===== src/rtl/apb_master_arbiter_pkg.sv =====
// Shared types and address-decode constants for the two-requester APB master
// and for bus-level benches.
package apb_arb_pkg;

  typedef enum logic [1:0] {
    IDLE   = 2'd0,
    SETUP  = 2'd1,
    ACCESS = 2'd2
  } apb_state_e;

  localparam int unsigned SLAVE_SEL_BIT = 8;
  localparam logic        GPIO_SEL      = 1'b0;
  localparam logic        UART_SEL      = 1'b1;

  // Any address bit at or above bit 9 set means no slave is mapped there.
  localparam logic [63:0] DEC_ERR_MASK  = 64'hFFFF_FFFF_FFFF_FE00;

endpackage


===== src/rtl/apb_master_arbiter_if.sv =====
// Requester handshake and shared APB bus of apb_master_arbiter; the master
// modport is the arbiter side, the slave modport is the requesters/slaves side.
interface apb_master_arbiter_if #(
  parameter int ADDR_W = 32,
  parameter int DATA_W = 32
);
  logic [1:0]          req_valid;
  logic [1:0]          req_write;
  logic [2*ADDR_W-1:0] req_addr;
  logic [2*DATA_W-1:0] req_wdata;
  logic [7:0]          req_strb;
  logic [1:0]          req_ready;
  logic [1:0]          rsp_valid;
  logic [DATA_W-1:0]   rsp_rdata;
  logic                rsp_err;

  logic [ADDR_W-1:0]   PADDR;
  logic [DATA_W-1:0]   PWDATA;
  logic [3:0]          PSTRB;
  logic                PWRITE;
  logic                PENABLE;
  logic                PSEL_GPIO;
  logic                PSEL_UART;
  logic [DATA_W-1:0]   PRDATA_GPIO;
  logic [DATA_W-1:0]   PRDATA_UART;
  logic                PREADY_GPIO;
  logic                PREADY_UART;
  logic                PSLVERR_GPIO;
  logic                PSLVERR_UART;

  modport master (
    input  req_valid, req_write, req_addr, req_wdata, req_strb,
    output req_ready, rsp_valid, rsp_rdata, rsp_err,
    output PADDR, PWDATA, PSTRB, PWRITE, PENABLE, PSEL_GPIO, PSEL_UART,
    input  PRDATA_GPIO, PRDATA_UART, PREADY_GPIO, PREADY_UART,
    input  PSLVERR_GPIO, PSLVERR_UART
  );

  modport slave (
    output req_valid, req_write, req_addr, req_wdata, req_strb,
    input  req_ready, rsp_valid, rsp_rdata, rsp_err,
    input  PADDR, PWDATA, PSTRB, PWRITE, PENABLE, PSEL_GPIO, PSEL_UART,
    output PRDATA_GPIO, PRDATA_UART, PREADY_GPIO, PREADY_UART,
    output PSLVERR_GPIO, PSLVERR_UART
  );

endinterface


===== src/rtl/apb_master_arbiter_rr_arbiter2.sv =====
// Two-way round-robin grant; the last-grant pointer resets to requester 1 so
// requester 0 wins the first contention.
module rr_arbiter2 (
  input  logic       clk,
  input  logic       rst,
  input  logic [1:0] req,
  input  logic       accept,
  output logic [1:0] grant
);

  logic last;

  always_comb begin
    grant = req;
    if (&req) grant = last ? 2'b01 : 2'b10;
  end

  always_ff @(posedge clk or posedge rst) begin
    if (rst)         last <= 1'b1;
    else if (accept) last <= grant[1];
  end

endmodule


===== src/rtl/apb_master_arbiter.sv =====
// Two-requester round-robin APB master driving the GPIO/UART slave bus.
// Optional ACCESS wait timeout enabled by defining APB_TIMEOUT_EN.
module apb_master_arbiter
  import apb_arb_pkg::*;
#(
  parameter int ADDR_W  = 32,
  parameter int DATA_W  = 32,
  parameter int TIMEOUT = 16
) (
  input logic PCLK,
  input logic PRESET,
  apb_master_arbiter_if.master bus
);

  apb_state_e        state, state_nxt;
  logic [1:0]        grant;
  logic              accept;
  logic              win;
  logic [ADDR_W-1:0] win_addr;
  logic [DATA_W-1:0] win_wdata;
  logic [3:0]        win_strb;
  logic              win_write;
  logic              dec_err;
  logic              owner;
  logic              sel;
  logic              pready_sel;
  logic              pslverr_sel;
  logic [DATA_W-1:0] prdata_sel;
  logic              done;
  logic              abort;

  assign accept = (state == IDLE) && (|bus.req_valid);

  rr_arbiter2 u_arb (
    .clk    (PCLK),
    .rst    (PRESET),
    .req    (bus.req_valid),
    .accept (accept),
    .grant  (grant)
  );

  assign bus.req_ready = (state == IDLE && !PRESET) ? grant : '0;

  assign win       = grant[1];
  assign win_addr  = win ? bus.req_addr[2*ADDR_W-1:ADDR_W]  : bus.req_addr[ADDR_W-1:0];
  assign win_wdata = win ? bus.req_wdata[2*DATA_W-1:DATA_W] : bus.req_wdata[DATA_W-1:0];
  assign win_strb  = win ? bus.req_strb[7:4] : bus.req_strb[3:0];
  assign win_write = win ? bus.req_write[1] : bus.req_write[0];
  assign dec_err   = |(win_addr & DEC_ERR_MASK[ADDR_W-1:0]);

  assign pready_sel  = (sel == UART_SEL) ? bus.PREADY_UART  : bus.PREADY_GPIO;
  assign pslverr_sel = (sel == UART_SEL) ? bus.PSLVERR_UART : bus.PSLVERR_GPIO;
  assign prdata_sel  = (sel == UART_SEL) ? bus.PRDATA_UART  : bus.PRDATA_GPIO;
  assign done        = (state == ACCESS) && pready_sel;

`ifdef APB_TIMEOUT_EN
  localparam int unsigned CNT_W = $clog2(TIMEOUT + 1);
  logic [CNT_W-1:0] wait_cnt;

  // Abort on the edge where the low-PREADY count would reach TIMEOUT.
  always_ff @(posedge PCLK or posedge PRESET) begin
    if (PRESET)                                wait_cnt <= '0;
    else if (state == SETUP)                   wait_cnt <= '0;
    else if (state == ACCESS && !pready_sel)   wait_cnt <= wait_cnt + 1'b1;
  end

  assign abort = (state == ACCESS) && !pready_sel &&
                 (wait_cnt == CNT_W'(TIMEOUT - 1));
`else
  assign abort = 1'b0;
`endif

  always_ff @(posedge PCLK or posedge PRESET) begin
    if (PRESET) state <= IDLE;
    else        state <= state_nxt;
  end

  always_comb begin
    state_nxt = state;
    unique case (state)
      IDLE:    if (accept && !dec_err) state_nxt = SETUP;
      SETUP:   state_nxt = ACCESS;
      ACCESS:  if (done || abort) state_nxt = IDLE;
      default: state_nxt = IDLE;
    endcase
  end

  always_comb begin
    bus.PSEL_GPIO = 1'b0;
    bus.PSEL_UART = 1'b0;
    bus.PENABLE   = 1'b0;
    if (state != IDLE) begin
      bus.PSEL_GPIO = (sel == GPIO_SEL);
      bus.PSEL_UART = (sel == UART_SEL);
      bus.PENABLE   = (state == ACCESS);
    end
  end

  // Transfer fields are captured at acceptance and held until the next one.
  always_ff @(posedge PCLK or posedge PRESET) begin
    if (PRESET) begin
      bus.PADDR  <= '0;
      bus.PWDATA <= '0;
      bus.PSTRB  <= '0;
      bus.PWRITE <= 1'b0;
      owner      <= 1'b0;
      sel        <= 1'b0;
    end else if (accept) begin
      bus.PADDR  <= win_addr;
      bus.PWDATA <= win_wdata;
      bus.PSTRB  <= win_write ? win_strb : '0;
      bus.PWRITE <= win_write;
      owner      <= win;
      sel        <= win_addr[SLAVE_SEL_BIT];
    end
  end

  always_ff @(posedge PCLK or posedge PRESET) begin
    if (PRESET) begin
      bus.rsp_valid <= '0;
      bus.rsp_rdata <= '0;
      bus.rsp_err   <= 1'b0;
    end else begin
      bus.rsp_valid <= '0;
      if (accept && dec_err) begin
        bus.rsp_valid <= win ? 2'b10 : 2'b01;
        bus.rsp_rdata <= '0;
        bus.rsp_err   <= 1'b1;
      end else if (done || abort) begin
        bus.rsp_valid <= owner ? 2'b10 : 2'b01;
        bus.rsp_rdata <= (abort || bus.PWRITE) ? '0 : prdata_sel;
        bus.rsp_err   <= abort ? 1'b1 : pslverr_sel;
      end
    end
  end

endmodule


===== src/flat_wrapper.sv =====
// flat-port wrapper written by rule: the top's interface ports become plain ports
module apb_master_arbiter_flat import apb_arb_pkg::*;
#(
  parameter int ADDR_W  = 32,
  parameter int DATA_W  = 32,
  parameter int TIMEOUT = 16
)
  (PCLK, PRESET, bus_req_valid, bus_req_write, bus_req_addr, bus_req_wdata, bus_req_strb, bus_req_ready, bus_rsp_valid, bus_rsp_rdata, bus_rsp_err, bus_PADDR, bus_PWDATA, bus_PSTRB, bus_PWRITE, bus_PENABLE, bus_PSEL_GPIO, bus_PSEL_UART, bus_PRDATA_GPIO, bus_PRDATA_UART, bus_PREADY_GPIO, bus_PREADY_UART, bus_PSLVERR_GPIO, bus_PSLVERR_UART);
  apb_master_arbiter_if #(.ADDR_W(ADDR_W), .DATA_W(DATA_W)) bus_i ();
  input logic PCLK;
  input logic PRESET;
  input wire logic [$bits(bus_i.req_valid)-1:0] bus_req_valid;
  input wire logic [$bits(bus_i.req_write)-1:0] bus_req_write;
  input wire logic [$bits(bus_i.req_addr)-1:0] bus_req_addr;
  input wire logic [$bits(bus_i.req_wdata)-1:0] bus_req_wdata;
  input wire logic [$bits(bus_i.req_strb)-1:0] bus_req_strb;
  output wire logic [$bits(bus_i.req_ready)-1:0] bus_req_ready;
  output wire logic [$bits(bus_i.rsp_valid)-1:0] bus_rsp_valid;
  output wire logic [$bits(bus_i.rsp_rdata)-1:0] bus_rsp_rdata;
  output wire logic [$bits(bus_i.rsp_err)-1:0] bus_rsp_err;
  output wire logic [$bits(bus_i.PADDR)-1:0] bus_PADDR;
  output wire logic [$bits(bus_i.PWDATA)-1:0] bus_PWDATA;
  output wire logic [$bits(bus_i.PSTRB)-1:0] bus_PSTRB;
  output wire logic [$bits(bus_i.PWRITE)-1:0] bus_PWRITE;
  output wire logic [$bits(bus_i.PENABLE)-1:0] bus_PENABLE;
  output wire logic [$bits(bus_i.PSEL_GPIO)-1:0] bus_PSEL_GPIO;
  output wire logic [$bits(bus_i.PSEL_UART)-1:0] bus_PSEL_UART;
  input wire logic [$bits(bus_i.PRDATA_GPIO)-1:0] bus_PRDATA_GPIO;
  input wire logic [$bits(bus_i.PRDATA_UART)-1:0] bus_PRDATA_UART;
  input wire logic [$bits(bus_i.PREADY_GPIO)-1:0] bus_PREADY_GPIO;
  input wire logic [$bits(bus_i.PREADY_UART)-1:0] bus_PREADY_UART;
  input wire logic [$bits(bus_i.PSLVERR_GPIO)-1:0] bus_PSLVERR_GPIO;
  input wire logic [$bits(bus_i.PSLVERR_UART)-1:0] bus_PSLVERR_UART;
  assign bus_i.req_valid = bus_req_valid;
  assign bus_i.req_write = bus_req_write;
  assign bus_i.req_addr = bus_req_addr;
  assign bus_i.req_wdata = bus_req_wdata;
  assign bus_i.req_strb = bus_req_strb;
  assign bus_req_ready = bus_i.req_ready;
  assign bus_rsp_valid = bus_i.rsp_valid;
  assign bus_rsp_rdata = bus_i.rsp_rdata;
  assign bus_rsp_err = bus_i.rsp_err;
  assign bus_PADDR = bus_i.PADDR;
  assign bus_PWDATA = bus_i.PWDATA;
  assign bus_PSTRB = bus_i.PSTRB;
  assign bus_PWRITE = bus_i.PWRITE;
  assign bus_PENABLE = bus_i.PENABLE;
  assign bus_PSEL_GPIO = bus_i.PSEL_GPIO;
  assign bus_PSEL_UART = bus_i.PSEL_UART;
  assign bus_i.PRDATA_GPIO = bus_PRDATA_GPIO;
  assign bus_i.PRDATA_UART = bus_PRDATA_UART;
  assign bus_i.PREADY_GPIO = bus_PREADY_GPIO;
  assign bus_i.PREADY_UART = bus_PREADY_UART;
  assign bus_i.PSLVERR_GPIO = bus_PSLVERR_GPIO;
  assign bus_i.PSLVERR_UART = bus_PSLVERR_UART;
  apb_master_arbiter #(.ADDR_W(ADDR_W), .DATA_W(DATA_W), .TIMEOUT(TIMEOUT)) u_core (.PCLK(PCLK), .PRESET(PRESET), .bus(bus_i));
endmodule

===== config.mk =====
export PLATFORM = sky130hd
export DESIGN_NAME = apb_master_arbiter_flat
export DESIGN_NICKNAME = d
export VERILOG_FILES = /design/src/rtl/apb_master_arbiter_pkg.sv /design/src/rtl/apb_master_arbiter_if.sv /design/src/rtl/apb_master_arbiter_rr_arbiter2.sv /design/src/rtl/apb_master_arbiter.sv /design/src/flat_wrapper.sv
export SDC_FILE = /design/constraint.sdc
export NUM_CORES = 1
export LEC_CHECK = 0
export CAP_MARGIN = 10
export CORE_AREA = 2 2 122 124
export CTS_BUF_LIST = sky130_fd_sc_hd__clkbuf_16
export DETAILED_ROUTE_END_ITERATION = 10
export DIE_AREA = 0 0 124 126
export PLACE_DENSITY = 0.9
export SKIP_CTS_REPAIR_TIMING = 1
export SLEW_MARGIN = 10
export SYNTH_ARGS = -nofsm -noshare
export SYNTH_HDL_FRONTEND = slang
export SYNTH_HIERARCHICAL = 1
export SYNTH_SLANG_ARGS = --single-unit
export TNS_END_PERCENT = 20

===== constraint.sdc =====
create_clock -name PCLK -period 12.2 [get_ports PCLK]
set_clock_uncertainty 0.05 [all_clocks]
set_input_delay 2.44 -clock PCLK [delete_from_list [all_inputs] [get_ports PCLK]]
set_output_delay 2.44 -clock PCLK [all_outputs]
set_load 0.03 [all_outputs]

# Word level (Yosys, flattened, before mapping)
# Index checks and enable logic that the tools add are counted.
op_classes:
  n_bitwise: 1
  eq_ne: 4
  reduce_logical: 14
  n_mux: 26
op_table:
  columns: ["cell", "count"]
  rows:
  - ["32-bit 2-to-1 mux", 6]
  - ["23-bit OR reduction", 1]
  - ["2-bit 2-to-1 mux", 9]
  - ["1-bit 2-to-1 mux", 8]
  - ["4-bit 2-to-1 mux", 2]
  - ["2-bit one-hot mux with 3 select lines", 1]
  - ["1-bit logical AND", 5]
  - ["2-bit AND reduction", 2]
  - ["2-bit nonzero test", 2]
  - ["2-bit by 1-bit == test with 1-bit output, second input constant", 1]
  - ["2-bit == test, second input constant", 1]
  - ["1-bit zero test", 2]
  - ["2-bit zero test", 1]
  - ["2-bit by 1-bit != test with 1-bit output, second input constant", 1]
  - ["2-bit != test, second input constant", 1]
  - ["2-bit OR reduction", 1]
  - ["1-bit NOT", 1]
word_totals:
  inputBits: 210
  output_inout_bits: 109
  register_bits: 109
  word_cells: 56

# Depth between registers and ports, before layout
logic_depth:
  word_depth: 8
  depth_mapped: 7
  ltp_nobuf: 5

# Cells and area by module
# The synthesis kept the hierarchy.
modules_own_cells:
  columns: ["module", "seq_area_each_um2", "area_per_inst_um2", "instances", "cells_each"]
  rows:
  - ["apb_master_arbiter", 2677.6, 5398.9, 1, 529]
  - ["rr_arbiter2", 26.3, 67.6, 1, 6]

# Least setup slack after synthesis
# No wires, ideal clock.
synth_path:
  path_type: "input-to-output"
  start: "in PRESET"
  end: "out bus_req_ready[0]"
  required_ns: 9.710
  arrival_ns: 5.290
  path_stages: 2
  setup_slack_ns: 4.420
  n_path_buf: 0
  path_cell_list: "inv_1 -> and3_1"
synth_via:
  elab_chain_len: 3
synth_rtl:
  columns: ["element", "line", "rtl"]
  rows:
  - ["start, declared", "flat_wrapper.sv:11", "input logic PRESET;"]
  - ["1-bit zero test", "apb_master_arbiter.sv:42", "assign bus.req_ready = (state == IDLE && !PRESET) ? grant : '0;"]
  - ["1-bit logical AND", "apb_master_arbiter.sv:42", null]
  - ["2-bit 2-to-1 mux", "apb_master_arbiter.sv:42", null]
  - ["end, declared", "flat_wrapper.sv:17", "output wire logic [$bits(bus_i.req_ready)-1:0] bus_req_ready;"]
# Every way passes these cells.

# Worst setup path in the final report
layout_path:
  start: "in bus_req_valid[1]"
  end: "out bus_req_ready[1]"
layout_via:
  elab_chain_len: 3
layout_rtl:
  columns: ["element", "line", "rtl"]
  rows:
  - ["start, declared", "flat_wrapper.sv:12", "input wire logic [$bits(bus_i.req_valid)-1:0] bus_req_valid;"]
  - ["2-bit AND reduction", "apb_master_arbiter_rr_arbiter2.sv:15", "if (&req) grant = last ? 2'b01 : 2'b10;"]
  - ["2-bit 2-to-1 mux *", "apb_master_arbiter_rr_arbiter2.sv:15", null]
  - ["via u_core.grant[1]", "apb_master_arbiter.sv:16", "logic [1:0] grant;"]
  - ["2-bit 2-to-1 mux *", "apb_master_arbiter.sv:42", null]
# The timed path passes the listed nets; every way through them passes the cells marked *.

==> results.yml <==
run_status:
  status: "complete, no violations"
flow_run:
  drv_cap: 0
sta:
  worst_slew_pin_slew_ns: 1.028
  holdWs_ns: 0.4352
  period_share_pct: 57.45
  setup_violations: 0
  rsz0062_at_grt: "no"
  hold_violations: 0
  fmax_mhz: 142.7
  fin_setup_tns_ns: 0
  period_needed_ns: 7.009
  slew_viol_final: 0
  slew-limit-headroom_pct: 31.50
synthesis:
  synthesis.area_um2: 5466
  yosysSeqAreaShare_pct: 49.46
  syn_nets: 745
  yosysWarningCount: 6
  synth_cell_types: 32
  syn_avg_cell_area_um2: 10.22
  yosys_register_bits: 108
  syn_inst: 535
global_route:
  grt_first_pass_wirelength_um: 26220
  grt_remaining_overflow: 0
  grt_max_degree: 102
  grt_use_total_pct: 21.78
  antenna_found_initial: 0
  grt_pass1_vias: 5189
floorplan:
  die-area_um2: 15620
  core-area_um2: 14310
  initial_core_util_pct: 38.19
  rows: 44
  fp.dieH_um: 126
  fp.dieW_um: 124
  num_io_pins: 319
setup_path:
  cp_max_fo: 27
  crit_family: "buffers and inverters"
  critPathBufInv: 3
  cpPeakStageDelay_ns: 0.68
  end_kind: "output pin"
  cp-start-kind: "input port"
  path_cells: "clkdlybuf4s50_1, a21boi_4, buf_4, and3_1, clkdlybuf4s50_1"
  cpMaxStageDelayCell: "clkdlybuf4s50_1"
  required_ns: 9.71
  timing_worst_setup_path_type: "input port to output pin"
  crit_top_cell: "clkdlybuf4s50_1"
  cp_data_arrival_time_ns: 4.52
final_layout:
  num-fill-cells: 1150
  drive_above_1_share_pct: 4.072
  multi_input_area_um2: 2531
  instances_no_fill: 1019
  ff_latch_area_um2: 2705
  antennaDiodeCount: 0
  layout.nets: 1040
  syn2layout_area_growth_pct: 64.84
routing:
  drc_errors: 0
  ant_nets: 0
  num_vias: 5091
  drt-total-wl_um: 17390
  first_iter_violations: 183
  detail_route.first_pass.iterations: 4
  vias_per_cell: 4.996
  wl_per_cell_um: 17.06
clock_network:
  cts-root-buf: "clkbuf_16"
  cts_max_path_buffers: 2
  clock_sinks: 108
  cts_made_buffers: 9
  clk_latency_ns: 0.33
  clkTransAtPathRegs_ns: 0.07
  cts_max_level: 3
  cts_tree: "yes"
placement:
  hpwlAfterDp_um: 13690
  io_buffers: 318
  gp_congestion: 0.8051
  dpl.cell_count: 1003
power_and_ir_drop:
  worst_ir_drop_vdd_mv: 0.08673
  power.density_nw_per_um2: 107.0
  power.static_leakage_uw: 0.003679
worst_hold_path:
  hold_path_class: "flop to flop"
## tightest hold or removal path, cell delays in order (launching register included)
cell and delay, ns:
dfrtp_1 0.35, nand2_1 0.05, o21ai_1 0.06
## layer usage
layer	track usage, %	up-vias	wire length, um
met5	0	-	0
met4	7.931	0	435
met3	7.065	29	1916
met2	40.14	230	8845
met1	22.72	2376	6189
li1	-	2456	-
## area by class of cell
type	count	area share [%]
Clock inverter	7	0.4860
Tap cell	184	2.555
Sequential cell	108	30.02
Timing Repair Buffer	327	36.07
Inverter	6	0.2777
Multi-Input combinational cell	378	28.09
Clock buffer	9	2.499
## final timing paths
check | startpoint | to | slack, ns | depth (start not counted)
min reg2reg | u_core/bus.PADDR[26]$_DFFE_PP0P_ | u_core/bus.PADDR[26]$_DFFE_PP0P_ | 0.44 | 2
max | bus_req_valid[1] | bus_req_ready[1] | 5.19 | 5
min in group asynchronous | PRESET | u_core/bus.rsp_rdata[7]$_DFFE_PP0P_ | 2.42 | 2
max in group asynchronous | PRESET | u_core/bus.PADDR[9]$_DFFE_PP0P_ | 8.25 | 4
max reg2reg | u_core/u_arb/last$_DFFE_PP1P_ | u_core/bus.rsp_err$_DFFE_PP0P_ | 8.96 | 8
min | u_core/bus.PADDR[26]$_DFFE_PP0P_ | u_core/bus.PADDR[26]$_DFFE_PP0P_ | 0.44 | 2
## power breakdown
group | switching, uW | internal (uW) | leakage (uW)
Sequential | 15.6 | 387 | 0.00136
Clock | 127 | 137 | 0.000124
Combinational | 150 | 148 | 0.00220
## registers in the layout (all words and copies together), names as in the netlist
register	cells
u_core/bus.rsp_err	1
u_core/state	2
u_core/bus.rsp_rdata	32
u_core/bus.PWRITE	1
u_core/bus.PWDATA	32
u_core/owner	1
u_core/u_arb/last	1
u_core/bus.rsp_valid	2
u_core/bus.PSTRB	4
u_core/bus.PADDR	32
## through the flow
step	util [%]	setup slack, ns	total power (uW)	cell area [um^2]
4_1_cts	62.95	5.175	976.1	9011
5_1_grt	62.95	5.104	1014	9011
3_3_place_gp	61.08	5.197	703.5	8742
6_report	62.95	5.191	964.6	9011
2_1_floorplan	-	4.420	555.3	5466
3_5_place_dp	61.08	5.176	709.0	8742
## synth_stat cells (all sizes together)
library cell | count | area [um^2]
nor2 | 38 | 142.6
mux2i | 132 | 1321
nand4 | 2 | 12.51
a32o | 1 | 10.01
and2 | 1 | 6.260
nand2 | 72 | 270.3
buf | 29 | 172.7
nand3 | 2 | 10.01
a22o | 2 | 17.52
a21boi | 2 | 18.77
mux2 | 4 | 52.55
dfrtp | 107 | 2678
nor3 | 2 | 10.01
clkbuf | 14 | 52.55
o21ai | 71 | 359.1
inv | 6 | 22.52
a21oi | 32 | 160.2
and3 | 2 | 12.51
nor2b | 3 | 18.77
a221o | 1 | 10.01
nor4b | 2 | 23.77
nor4 | 8 | 50.05
or3b | 1 | 8.760
dfstp | 1 | 26.28
## layout by cell type (no fill, tap or decap)
cell type | synthesis | final
nor4b_1 | 1 | 1
nor2_1 | 38 | 38
a21oi_1 | 32 | 32
mux2_4 | 2 | 2
nand2_1 | 72 | 72
a32o_1 | 1 | 1
a21boi_0 | 1 | 1
clkbuf_16 | 0 | 9
a221o_1 | 1 | 1
clkinv_4 | 0 | 2
nand4_1 | 2 | 2
dfrtp_1 | 107 | 106
a22o_1 | 2 | 2
clkinv_1 | 0 | 3
inv_4 | 0 | 1
nor3_1 | 2 | 2
and2_2 | 0 | 1
mux2i_1 | 132 | 132
nor4_1 | 8 | 8
o21ai_4 | 0 | 1
o21ai_1 | 70 | 70
clkdlybuf4s50_1 | 0 | 318
nor4b_2 | 1 | 1
buf_4 | 1 | 9
and3_1 | 2 | 2
nand3_1 | 2 | 2
or3b_1 | 1 | 1
clkinvlp_4 | 0 | 2
nor2b_1 | 3 | 3
inv_2 | 1 | 1
mux2_2 | 2 | 2
dfrtp_2 | 0 | 1
a21boi_4 | 0 | 1
dfstp_2 | 1 | 1
inv_1 | 5 | 4
## logic make-up (layout without fill, tap and decap cells)
family                 after synthesis  count (layout)  synth area share (%)
buffers and inverters               49             349                 4.532
multiplexers                       136             136                 25.13
flip-flops                         108             108                 49.46
AND/OR/NAND/NOR                    133             133                 10.35
AO/OA/AOI/OAI                      109             109                 10.53
Note: power is estimated with default switching activity, not from simulation.
